## config.mk

```make
export PLATFORM = sky130hd
export DESIGN_NAME = seg7_scan_display
export DESIGN_NICKNAME = d
export VERILOG_FILES = /design/src/rtl/seg7_pkg.sv /design/src/rtl/seg7_scan_display_decode.sv /design/src/rtl/seg7_scan_display.sv
export SDC_FILE = /design/constraint.sdc
export NUM_CORES = 1
export LEC_CHECK = 0
export CORE_ASPECT_RATIO = 1.25
export CORE_UTILIZATION = 43
export CTS_BUF_LIST = sky130_fd_sc_hd__clkbuf_8
export CTS_CLUSTER_DIAMETER = 100
export DETAILED_ROUTE_END_ITERATION = 12
export PLACE_DENSITY = 0.64
export SETUP_SLACK_MARGIN = 0.5
export SYNTH_ARGS = -nofsm -noshare
export SYNTH_HDL_FRONTEND = slang
export SYNTH_SLANG_ARGS = --single-unit
```

## constraint.sdc

```tcl
create_clock -name clk -period 3.15 [get_ports clk]
set_clock_uncertainty 0.15 [all_clocks]
set_input_delay 0.315 -clock clk [delete_from_list [all_inputs] [get_ports clk]]
set_output_delay 0.315 -clock clk [all_outputs]
set_load 0.01 [all_outputs]
```

## src/rtl/seg7_pkg.sv

```systemverilog
// Shared glyph table and code-to-segment helper for the 7-segment display path.
package seg7_pkg;

  localparam int unsigned SEG_W   = 7;
  localparam int unsigned CODE_W  = 4;
  localparam int unsigned MAX_DIG = 8;

  // Active-high glyphs, bit order {g,f,e,d,c,b,a}
  localparam logic [SEG_W-1:0] GLYPH_0 = 7'h3F;
  localparam logic [SEG_W-1:0] GLYPH_1 = 7'h06;
  localparam logic [SEG_W-1:0] GLYPH_2 = 7'h5B;
  localparam logic [SEG_W-1:0] GLYPH_3 = 7'h4F;
  localparam logic [SEG_W-1:0] GLYPH_4 = 7'h66;
  localparam logic [SEG_W-1:0] GLYPH_5 = 7'h6D;
  localparam logic [SEG_W-1:0] GLYPH_6 = 7'h7D;
  localparam logic [SEG_W-1:0] GLYPH_7 = 7'h07;
  localparam logic [SEG_W-1:0] GLYPH_8 = 7'h7F;
  localparam logic [SEG_W-1:0] GLYPH_9 = 7'h6F;
  localparam logic [SEG_W-1:0] GLYPH_A = 7'h77;
  localparam logic [SEG_W-1:0] GLYPH_B = 7'h7C;
  localparam logic [SEG_W-1:0] GLYPH_C = 7'h39;
  localparam logic [SEG_W-1:0] GLYPH_D = 7'h5E;
  localparam logic [SEG_W-1:0] GLYPH_E = 7'h79;
  localparam logic [SEG_W-1:0] GLYPH_F = 7'h71;
  localparam logic [SEG_W-1:0] BLANK   = 7'h00;

  // Map a 4-bit digit code to its active-high glyph (hex shown as A b C d E F)
  function automatic logic [SEG_W-1:0] bcd_to_seg(input logic [CODE_W-1:0] code);
    logic [SEG_W-1:0] seg;
    seg = BLANK;
    case (code)
      4'h0: seg = GLYPH_0;
      4'h1: seg = GLYPH_1;
      4'h2: seg = GLYPH_2;
      4'h3: seg = GLYPH_3;
      4'h4: seg = GLYPH_4;
      4'h5: seg = GLYPH_5;
      4'h6: seg = GLYPH_6;
      4'h7: seg = GLYPH_7;
      4'h8: seg = GLYPH_8;
      4'h9: seg = GLYPH_9;
      4'hA: seg = GLYPH_A;
      4'hB: seg = GLYPH_B;
      4'hC: seg = GLYPH_C;
      4'hD: seg = GLYPH_D;
      4'hE: seg = GLYPH_E;
      default: seg = GLYPH_F;
    endcase
    return seg;
  endfunction

endpackage

```

## src/rtl/seg7_scan_display_decode.sv

```systemverilog
// Combinational digit decoder: code + blank -> active-high {dp,g..a}; dp never lit.
module seg7_decode
  import seg7_pkg::*;
(
  input  logic [3:0] code,
  input  logic       blank,
  output logic [7:0] seg_c
);

  // Blanked digits drive no segments; polarity is applied by the parent
  always_comb begin
    seg_c = 8'h00;
    if (!blank) begin
      seg_c = {1'b0, bcd_to_seg(code)};
    end
  end

endmodule

```

## src/rtl/seg7_scan_display.sv

```systemverilog
// Time-multiplexed 7-segment bank driver with frame-synchronous double buffering.
module seg7_scan_display
  import seg7_pkg::*;
#(
  parameter int unsigned NUM_DIG        = 8,
  parameter int unsigned SCAN_DIV       = 100000,
  parameter bit          SEG_ACTIVE_LOW = 1'b1
) (
  input  logic                 clk,
  input  logic                 rst,
  input  logic [4*NUM_DIG-1:0] din,
  input  logic [NUM_DIG-1:0]   dig_en,
  input  logic                 lzb,
  input  logic                 upd_req,
  output logic                 upd_ack,
  output logic [NUM_DIG-1:0]   led_en,
  output logic [7:0]           led_seg
);

  localparam int unsigned IDX_W = $clog2(NUM_DIG);
  localparam int unsigned CNT_W = $clog2(SCAN_DIV);
  localparam int unsigned DIN_W = 4 * NUM_DIG;

  // XOR masks that turn active-high patterns into the board's lit level
  localparam logic [NUM_DIG-1:0] EN_POL  = {NUM_DIG{SEG_ACTIVE_LOW}};
  localparam logic [7:0]         SEG_POL = {8{SEG_ACTIVE_LOW}};

  logic [CNT_W-1:0]   div_cnt_q,  div_cnt_d;
  logic [IDX_W-1:0]   scan_idx_q, scan_idx_d;
  logic [DIN_W-1:0]   stg_din_q,  stg_din_d;
  logic [NUM_DIG-1:0] stg_en_q,   stg_en_d;
  logic               stg_lzb_q,  stg_lzb_d;
  logic [DIN_W-1:0]   shd_din_q,  shd_din_d;
  logic [NUM_DIG-1:0] shd_en_q,   shd_en_d;
  logic               shd_lzb_q,  shd_lzb_d;
  logic               pending_q,  pending_d;
  logic               upd_ack_q,  upd_ack_d;
  logic [NUM_DIG-1:0] led_en_q,   led_en_d;
  logic [7:0]         led_seg_q,  led_seg_d;

  logic               tick;
  logic               frame_end;
  logic [NUM_DIG-1:0] lz_mask;
  logic               seen_nz;
  logic [3:0]         cur_code;
  logic               cur_blank;
  logic [7:0]         dec_seg;

  // Prescaler and digit scan counter; frame ends as the last digit's slot expires
  always_comb begin
    tick       = (div_cnt_q == CNT_W'(SCAN_DIV - 1));
    frame_end  = tick && (scan_idx_q == IDX_W'(NUM_DIG - 1));
    div_cnt_d  = div_cnt_q + CNT_W'(1);
    scan_idx_d = scan_idx_q;
    if (tick) begin
      div_cnt_d  = '0;
      scan_idx_d = (scan_idx_q == IDX_W'(NUM_DIG - 1)) ? '0 : scan_idx_q + IDX_W'(1);
    end
  end

  // Staging/shadow handshake: shadow only moves at frame_end, so a frame never tears
  always_comb begin
    stg_din_d = stg_din_q;
    stg_en_d  = stg_en_q;
    stg_lzb_d = stg_lzb_q;
    shd_din_d = shd_din_q;
    shd_en_d  = shd_en_q;
    shd_lzb_d = shd_lzb_q;
    pending_d = pending_q;
    upd_ack_d = 1'b0;
    // Transfer uses the staging value from before this cycle's request
    if (frame_end && pending_q) begin
      shd_din_d = stg_din_q;
      shd_en_d  = stg_en_q;
      shd_lzb_d = stg_lzb_q;
      pending_d = 1'b0;
      upd_ack_d = 1'b1;
    end
    if (upd_req) begin
      stg_din_d = din;
      stg_en_d  = dig_en;
      stg_lzb_d = lzb;
      pending_d = 1'b1;
    end
  end

  // Leading-zero mask: blank digits above the most significant nonzero one; digit 0 never blanked
  always_comb begin
    lz_mask = '0;
    seen_nz = 1'b0;
    for (int i = NUM_DIG - 1; i >= 1; i--) begin
      seen_nz    = seen_nz | (shd_din_q[4*i +: 4] != 4'h0);
      lz_mask[i] = shd_lzb_q & ~seen_nz;
    end
  end

  // Select the shadow digit currently being scanned
  always_comb begin
    cur_code  = 4'h0;
    cur_blank = 1'b1;
    for (int i = 0; i < NUM_DIG; i++) begin
      if (scan_idx_q == IDX_W'(i)) begin
        cur_code  = shd_din_q[4*i +: 4];
        cur_blank = ~shd_en_q[i] | lz_mask[i];
      end
    end
  end

  seg7_decode u_decode (
    .code  (cur_code),
    .blank (cur_blank),
    .seg_c (dec_seg)
  );

  // Output stage: one-hot anode plus segments, both at the board's lit level
  always_comb begin
    led_en_d  = (NUM_DIG'(1) << scan_idx_q) ^ EN_POL;
    led_seg_d = dec_seg ^ SEG_POL;
  end

  // State registers with synchronous reset; outputs reset to the unlit level
  always_ff @(posedge clk) begin
    if (rst) begin
      div_cnt_q  <= '0;
      scan_idx_q <= '0;
      stg_din_q  <= '0;
      stg_en_q   <= '0;
      stg_lzb_q  <= 1'b0;
      shd_din_q  <= '0;
      shd_en_q   <= '0;
      shd_lzb_q  <= 1'b0;
      pending_q  <= 1'b0;
      upd_ack_q  <= 1'b0;
      led_en_q   <= EN_POL;
      led_seg_q  <= SEG_POL;
    end else begin
      div_cnt_q  <= div_cnt_d;
      scan_idx_q <= scan_idx_d;
      stg_din_q  <= stg_din_d;
      stg_en_q   <= stg_en_d;
      stg_lzb_q  <= stg_lzb_d;
      shd_din_q  <= shd_din_d;
      shd_en_q   <= shd_en_d;
      shd_lzb_q  <= shd_lzb_d;
      pending_q  <= pending_d;
      upd_ack_q  <= upd_ack_d;
      led_en_q   <= led_en_d;
      led_seg_q  <= led_seg_d;
    end
  end

  assign upd_ack = upd_ack_q;
  assign led_en  = led_en_q;
  assign led_seg = led_seg_q;

endmodule

```

==> results.md, run 1 <==
- Syn Inst Count: 600
- CTS sink count: 119
- Synth Area per Inst: between 8 and 9 sq um
- Tmin final: 2.513 ns
- Post-layout total power: 3.285 mW
- Worst-path clk slew: 0.07 ns
- Final hold slack: approximately 0.25 ns
- Syn nets: about 660
- Layout cells sized above 1: roughly 13%
- Starting density of the core: 44.16%
- Largest net degree at the start of global routing: 65
- Final hold vios: 0
- Worst EP arrival: 2.64 ns
- Synth-to-layout area growth: 26.41%
- Final setup vio count: 0
- Vias in the first global route: 4191
- FF-to-FF End: led_seg[1]
- GRT Total Usage: between 20 and 25%
- Max Clock Freq: 0.3979 GHz
- Flop-to-flop setup slack: 0.64 ns
- Core ar.: between 0.01 and 0.015 sq mm
- Post-synth cell types: slightly below 60
- Routed vias: 4266
- Synth area leader: dfxtp_1
- Die height: 124.1 um
- Fillers: roughly 1100
- Clock buffer depth: 2
- Input/output buffers: 59
- Count of flip-flops with a built-in enable after synthesis: 0
- Peak supply drop: approximately 250 uV
- H-tree levels: 4
- Max capacitance violation total: 0
- Post-DP HPWL: approximately 8.2 mm
- Global-route wire length before repair: 19.46 mm
- Vias/cell: 5.134
- Kind of cell adding the most delay to the critical path: compound AO/OA/AOI/OAI gates
- Die area: 0.01237 sq mm
- Crit. End Element: register
- Min-Delay Path Depth: 3
- CTS tree: built
- Detail Route Antenna Nets: 0
- CP max FO: 11
- Initial DRT Pass Iterations: 4
- DRC Markers: 0
- Leakage power: 2.411 nW
- Reg2reg start: scan_idx_q[1]
- Worst Setup Path Type: reg -> reg
- Routed wire length: around 12 mm
- Max_slew headroom: 54.60%
- Clk_lat worst skew: 0.43 ns
- RSZ-0062 raised after global routing: no
- Ys Warns: 0
- Row count: 44
- Synth area leaders: dfxtp_1 46%, mux2i_1 8.6%, nand2_1 7.9%, a21oi_1 5.7%, nor2_1 4.7%
- GRT overflow: 0
- Class of the most critical hold timing path: in -> reg
- Worst Path Buf+Inv: 1
- Area share of the largest cell type after synthesis: 46.44%
- Asr flop ratio synth: 0%
- Register area share after synthesis: ~46%
- Nets: 714
- Num CTS Buffers: 17
- Setup TNS: 0 ns
- Die W: between 90 and 100 um
- Pwr Density: 506.6 mW/mm^2
- Worst r2r path cells: 8
- Antenna cells: 0
- Initial antenna violation count: 0
- HP Start: rst
- Status: finished clean
- Least-Margin Pin Slew: ~0.68 ns
- Most frequent cell after synthesis: dfxtp_1
- Hold path endpoint: stg_en_q[1]
- Worst Setup Start Kind: register
- Crit path cell chain: inv_1 -> ha_4 -> nor4bb_1 -> o22ai_1 -> a21oi_1 -> nor3_2 -> a21oi_1 -> o221ai_1
- Fin worst setup slack: between 0.6 and 0.7 ns
- Tcrit/Tclk final: 79.78%
- Max Slew Vio Count: 0
- Req. time, crit path: 3.27 ns
- Hold buffer count at CTS: 0
- Root Buffer: clkbuf_8
- Max incr delay on CP: 0.47 ns
- Mapped Area: between 0.005 and 0.006 sq mm
- Final RePlAce weighted congestion: 0.8714
- I/O pins: between 60 and 70
- #FFs+latches synth: 119
- Synth Flop Type: dfxtp_1
- Crit path top cell by count: a21oi_1
- Pre-CTS WS: 0.2480 ns
- Worst setup path startpoint: scan_idx_q[1]
- Top cells by count, synth: 119 x dfxtp_1, 108 x nand2_1, 64 x nor2_1, 58 x a21oi_1, 44 x mux2i_1
- DR iter-0 viols: 150
- CP max-delay cell: nor4bb_1
- Routed length per instance: 13.97 um
placed cells by master (no fill, tap or decap), types with 4 or more instances in the layout:
cell type        netlist  final
a21oi_1               58     56
buf_4                  1     18
bufinv_16              0      5
clkbuf_8               0     17
clkdlybuf4s50_1        0     57
clkinvlp_4             0      4
dfxtp_1              119    116
ha_1                  13      7
ha_4                   0      4
inv_1                 17     16
mux2i_1               44     44
nand2_1              108    108
nand2b_1               6      6
nand3_1               13     13
nand3b_1               5      5
nor2_1                64     64
nor2b_1                7      7
nor3_1                 9      8
nor4_1                 4      4
o21ai_0               11     11
xnor2_1                6      6
xor2_1                 8      8
tightest hold or removal path: cells and delay by family:
family,cells,cell delay (ns)
buf+inv,2,0.35
simple gates,1,0.12
flip-flops by register name (all words and copies together), names as in the netlist:
name and cells:
stg_en_q 8, upd_ack 1, pending_q 1, stg_lzb_q 1, led_en 8, div_cnt_q 17
shd_en_q 8, stg_din_q 32, shd_din_q 32, scan_idx_q 3, shd_lzb_q 1, led_seg 7
per-stage QoR:
step | util, % | std cells | instance area (sq um)
floorplan | - | 600 | 5141
global route | 55.83 | 831 | 6485
finish | 55.83 | 831 | 6485
global placement | 50.30 | 789 | 5843
detailed placement | 50.30 | 789 | 5843
CTS | 54.77 | 825 | 6362
timing repair:
action	in CTS	in global routing
endpoints found under the setup margin	7	7
setup buffers	4	6
pin swaps	2	10
cloned	0	0
hold endpoints to repair	0	0
gates resized for setup	9	17
where the power goes:
group	total (mW)	internal (mW)	switching, mW	leakage [nW]
clock	1.58	0.946	0.630	0.220
combinational	0.152	0.0869	0.0647	1.22
sequential	1.56	1.54	0.0194	0.971
total	3.29	2.57	0.714	2.41
area by class of cell:
class,count,area (sq um),area share (%)
Tap cell,161,201.4,3.106
Multi-Input combinational cell,423,2611,40.27
Sequential cell,119,2391,36.87
Inverter,17,63.81,0.9840
Clock buffer,17,234.0,3.608
Clock inverter,15,227.7,3.511
Timing Repair Buffer,79,755.7,11.65
metal layers:
layer / global-route usage, % / vias to the layer above / routed length [um]
met4: 9.099 / 0 / 248
li1: - / 2155 / -
met5: 0 / - / 0
met3: 5.107 / 17 / 324
met2: 35.69 / 72 / 5920
met1: 23.12 / 2022 / 5113
worst max path at each step:
stage / to / slack [ns] / cells past startpoint
final: led_seg[1] / 0.64 / 8
after global routing: led_seg[5] / 0.50 / 11
after CTS: led_seg[4] / 0.51 / 11
after detailed placement: led_seg[5] / 0.25 / 11
after global placement: led_seg[4] / 0.36 / 11
after floorplan: led_seg[4] / 0.51 / 13
cells by family after synthesis:
| kind of cell | count (synthesis) | share of synthesized area (%) |
|---|---|---|
| AO/OA/AOI/OAI | 107 | 12.73 |
| XOR/XNOR | 14 | 2.390 |
| adder cells (fa/ha/maj) | 13 | 3.171 |
| buffers and inverters | 58 | 4.707 |
| flip-flops | 119 | 46.44 |
| multiplexers | 44 | 8.585 |
| other | 1 | 0.07310 |
| AND/OR/NAND/NOR | 244 | 21.90 |
Power figures use the tool's default switching activity.
==> run 2: changes to the inputs <==
==> constraint.sdc (replaced) <==
create_clock -name clk -period 2.5 [get_ports clk]
set_clock_uncertainty 0.15 [all_clocks]
set_input_delay 0.25 -clock clk [delete_from_list [all_inputs] [get_ports clk]]
set_output_delay 0.25 -clock clk [all_outputs]
set_load 0.01 [all_outputs]
==> run 2 against run 1 <==
Against the previous run: the run now ends with negative setup slack left; via count grew 3.1%; design area up 15%; combinational power grew 32%; critical endpoint is now led_seg[3]; sequential power increased by 27%; core utilization grew 8.4 points; flip-flop and latch count stayed put; largest cell class unchanged; sequential share of layout area decreased by 4.7 points; maximum frequency rose by 0.33%; worst hold slack lost 0.13 ns.
==> results.md, run 2 (synthesis results as in run 1) <==
- Fin area: 0.007466 sq mm (+15%)
- Routed length per instance: 15.20 um (+8.8%)
- Req. time, crit path: 2.67 ns (-0.60 ns)
- DRC Markers: 0 (unchanged)
- Kind of cell adding the most delay to the critical path: compound AO/OA/AOI/OAI gates
- I/O pins: 61 (unchanged)
- Class of the most critical hold timing path: in -> reg
- Input/output buffers: 59 (unchanged)
- Final setup vio count: 1 (+1)
- Routed wire length: 13.06 mm (+12%)
- FF-to-FF End: led_seg[3]
- Final RePlAce weighted congestion: 0.8685 (-0.33%)
- Worst Path Buf+Inv: 2 (+1)
- Final cell count without fillers: 859 (+3.4%)
- GRT overflow: 0 (unchanged)
- Worst-path clk slew: 0.07 ns (about the same)
- Max capacitance violation total: 0 (unchanged)
- Critical Path Sink: led_seg[3]
- Least-Margin Pin Slew: 0.7142 ns (+0.03318 ns)
- Initial antenna violation count: 0 (unchanged)
- GRT Total Usage: 19.79% (-0.47 points)
- Worst EP arrival: 2.68 ns (+0.04 ns)
- Core ar.: 0.01162 sq mm (unchanged)
- CTS tree: built
- Tcrit/Tclk final: 100.2% (+20 points)
- Fin worst setup slack: -0.004805 ns (-0.6418 ns)
- Final hold vios: 0 (unchanged)
- Largest regs: shd_din_q x32, stg_din_q x32, div_cnt_q x17
- Max Clock Freq: 0.3992 GHz (+0.33%)
- Largest net degree at the start of global routing: 48 (-26%)
- Status: complete, but fails checks
- Detail Route Antenna Nets: 0 (unchanged)
- Nets: 742 (+3.9%)
- Worst setup path startpoint: scan_idx_q[0]
- Fillers: 951 (-11%)
- Die height: 124.1 um (unchanged)
- RSZ-0062 raised after global routing: yes
- Synth-to-layout area growth: 45.54%
- H-tree levels: 4 (unchanged)
- Setup TNS: -0.004805 ns (-0.004805 ns)
- CP max FO: 4 (-7)
- Pre-CTS WS: -0.02129 ns (-0.2693 ns)
- Failing checks: negative setup slack
- Placed cells: 810 (+2.7%)
- Clock buffer depth: 2 (unchanged)
- Post-DP HPWL: 8.300 mm (+1.1%)
- Crit path top cell by count: ha_4
- Clk_lat worst skew: 0.44 ns (about the same)
- Vias/cell: 5.119 (-0.29%)
- Die area: 0.01237 sq mm (unchanged)
- Most frequent cells in the layout: 113 x dfxtp_1, 66 x nand2_1, 64 x nor2_1
- Flop-to-flop setup slack: -0.005 ns (-0.64 ns)
- DR iter-0 viols: 177 (+18%)
- Vias in the first global route: 4227 (+0.86%)
- Die W: 99.70 um (unchanged)
- Layout cells sized above 1: 32.52% (+20 points)
- Max Slew Vio Count: 0 (unchanged)
- Worst Setup Path Type: reg -> reg
- Antenna cells: 0 (unchanged)
- Tmin final: 2.505 ns (-0.008238 ns)
- Worst r2r path cells: 12 (+4)
- Worst Setup Start Kind: register
- Row count: 44 (unchanged)
- Peak supply drop: 366.4 uV (+47%)
- Leakage power: 3.135 nW (+30%)
- Stages on worst setup path: 12 (+4)
- Commonest non-fill, non-tap cell in the layout: dfxtp_1
- Dpl cell area: 0.006060 sq mm (+3.7%)
- Global-route wire length before repair: 18.97 mm (-2.5%)
- Routed vias: 4397 (+3.1%)
- Min-Delay Path Depth: 2 (-1)
- Max_slew headroom: 51.94% (-2.7 points)
- Reg2reg start: scan_idx_q[0]
- Root Buffer: clkbuf_8
- Max incr delay on CP: 0.37 ns (-0.10 ns)
- Initial DRT Pass Iterations: 6 (+2)
- Crit path cell chain: ha_4 -> ha_4 -> or2_4 -> a221oi_4 -> o22ai_2 -> a21oi_4 -> buf_6 -> inv_4 -> ha_4 -> o21ai_1 -> and3b_1 -> o21ai_1
- Num CTS Buffers: 17 (unchanged)
- CP max-delay cell: dfxtp_4
- Starting density of the core: 44.16% (unchanged)
- Crit. End Element: register
- Utilization after layout: 64.27% (+8.4 points)
- CTS sink count: 119 (unchanged)
- Pwr Density: 548.7 mW/mm^2 (+8.3%)
==> run 2: changes by cell type in the layout (fill, tap and decap cells not counted), moves of 9 or more <==
cell	previous run	this run
nand2_1	108	66
a21oi_1	56	13
a21oi_2	2	44
buf_6	0	9
nand2_4	0	36
buf_4	18	29
==> run 2: repair_timing <==
| item | in CTS | in global routing |
|---|---|---|
| hold buffers | 0 | 0 |
| gates resized for setup | 22 | 175 |
| buffers inserted | 6 | 5 |
| endpoints found under the setup margin | 57 | 68 |
| cloned | 0 | 6 |
| pin swaps | 19 | 96 |
| hold endpoints to repair | 0 | 0 |
==> run 2: layer usage <==
metal  vias to the layer above  share of wire, %  GRT usage, %
met5                         -                 0             0
met4                         0               1.7         9.099
met3                        20               3.1         5.331
met2                        66                53         35.86
met1                      2103                42         21.47
li1                       2208                 -             -
==> run 2: where the power goes <==
group	switching [mW]	leakage (nW)	internal, mW	total (mW)
combinational	0.0902	1.95	0.111	0.201
clock	0.826	0.209	1.09	1.91
sequential	0.0458	0.972	1.94	1.98
total	0.962	3.14	3.13	4.10
==> run 2: area by class of cell <==
| class | instances | area (sq um) | area share [%] |
|---|---|---|---|
| flip-flops and latches | 119 | 2400 | 32.14 |
| well taps | 161 | 201.4 | 2.698 |
| inverters | 17 | 71.32 | 0.9553 |
| multi-input cells | 423 | 3262 | 43.69 |
| clock inverters | 15 | 201.4 | 2.698 |
| clock buffers | 17 | 234.0 | 3.134 |
| repair buffers | 107 | 1096 | 14.68 |
==> run 2: worst min-delay path by stage <==
stage                      start  slack, ns       endpoint
floorplan                 din[0]       0.25   stg_din_q[0]
global placement    div_cnt_q[0]       0.27   div_cnt_q[0]
detailed placement  div_cnt_q[0]       0.29   div_cnt_q[0]
CTS                          rst       0.05  stg_din_q[29]
global route                 rst       0.12  stg_din_q[27]
finish                       rst       0.12  stg_din_q[29]
==> run 2: metrics by stage <==
step	total power [mW]	hold slack, ns
floorplan	2.106	0.2472
CTS	4.104	0.05012
global route	4.243	0.1206
global placement	2.196	0.2735
detailed placement	2.202	0.2903
finish	4.097	0.1201
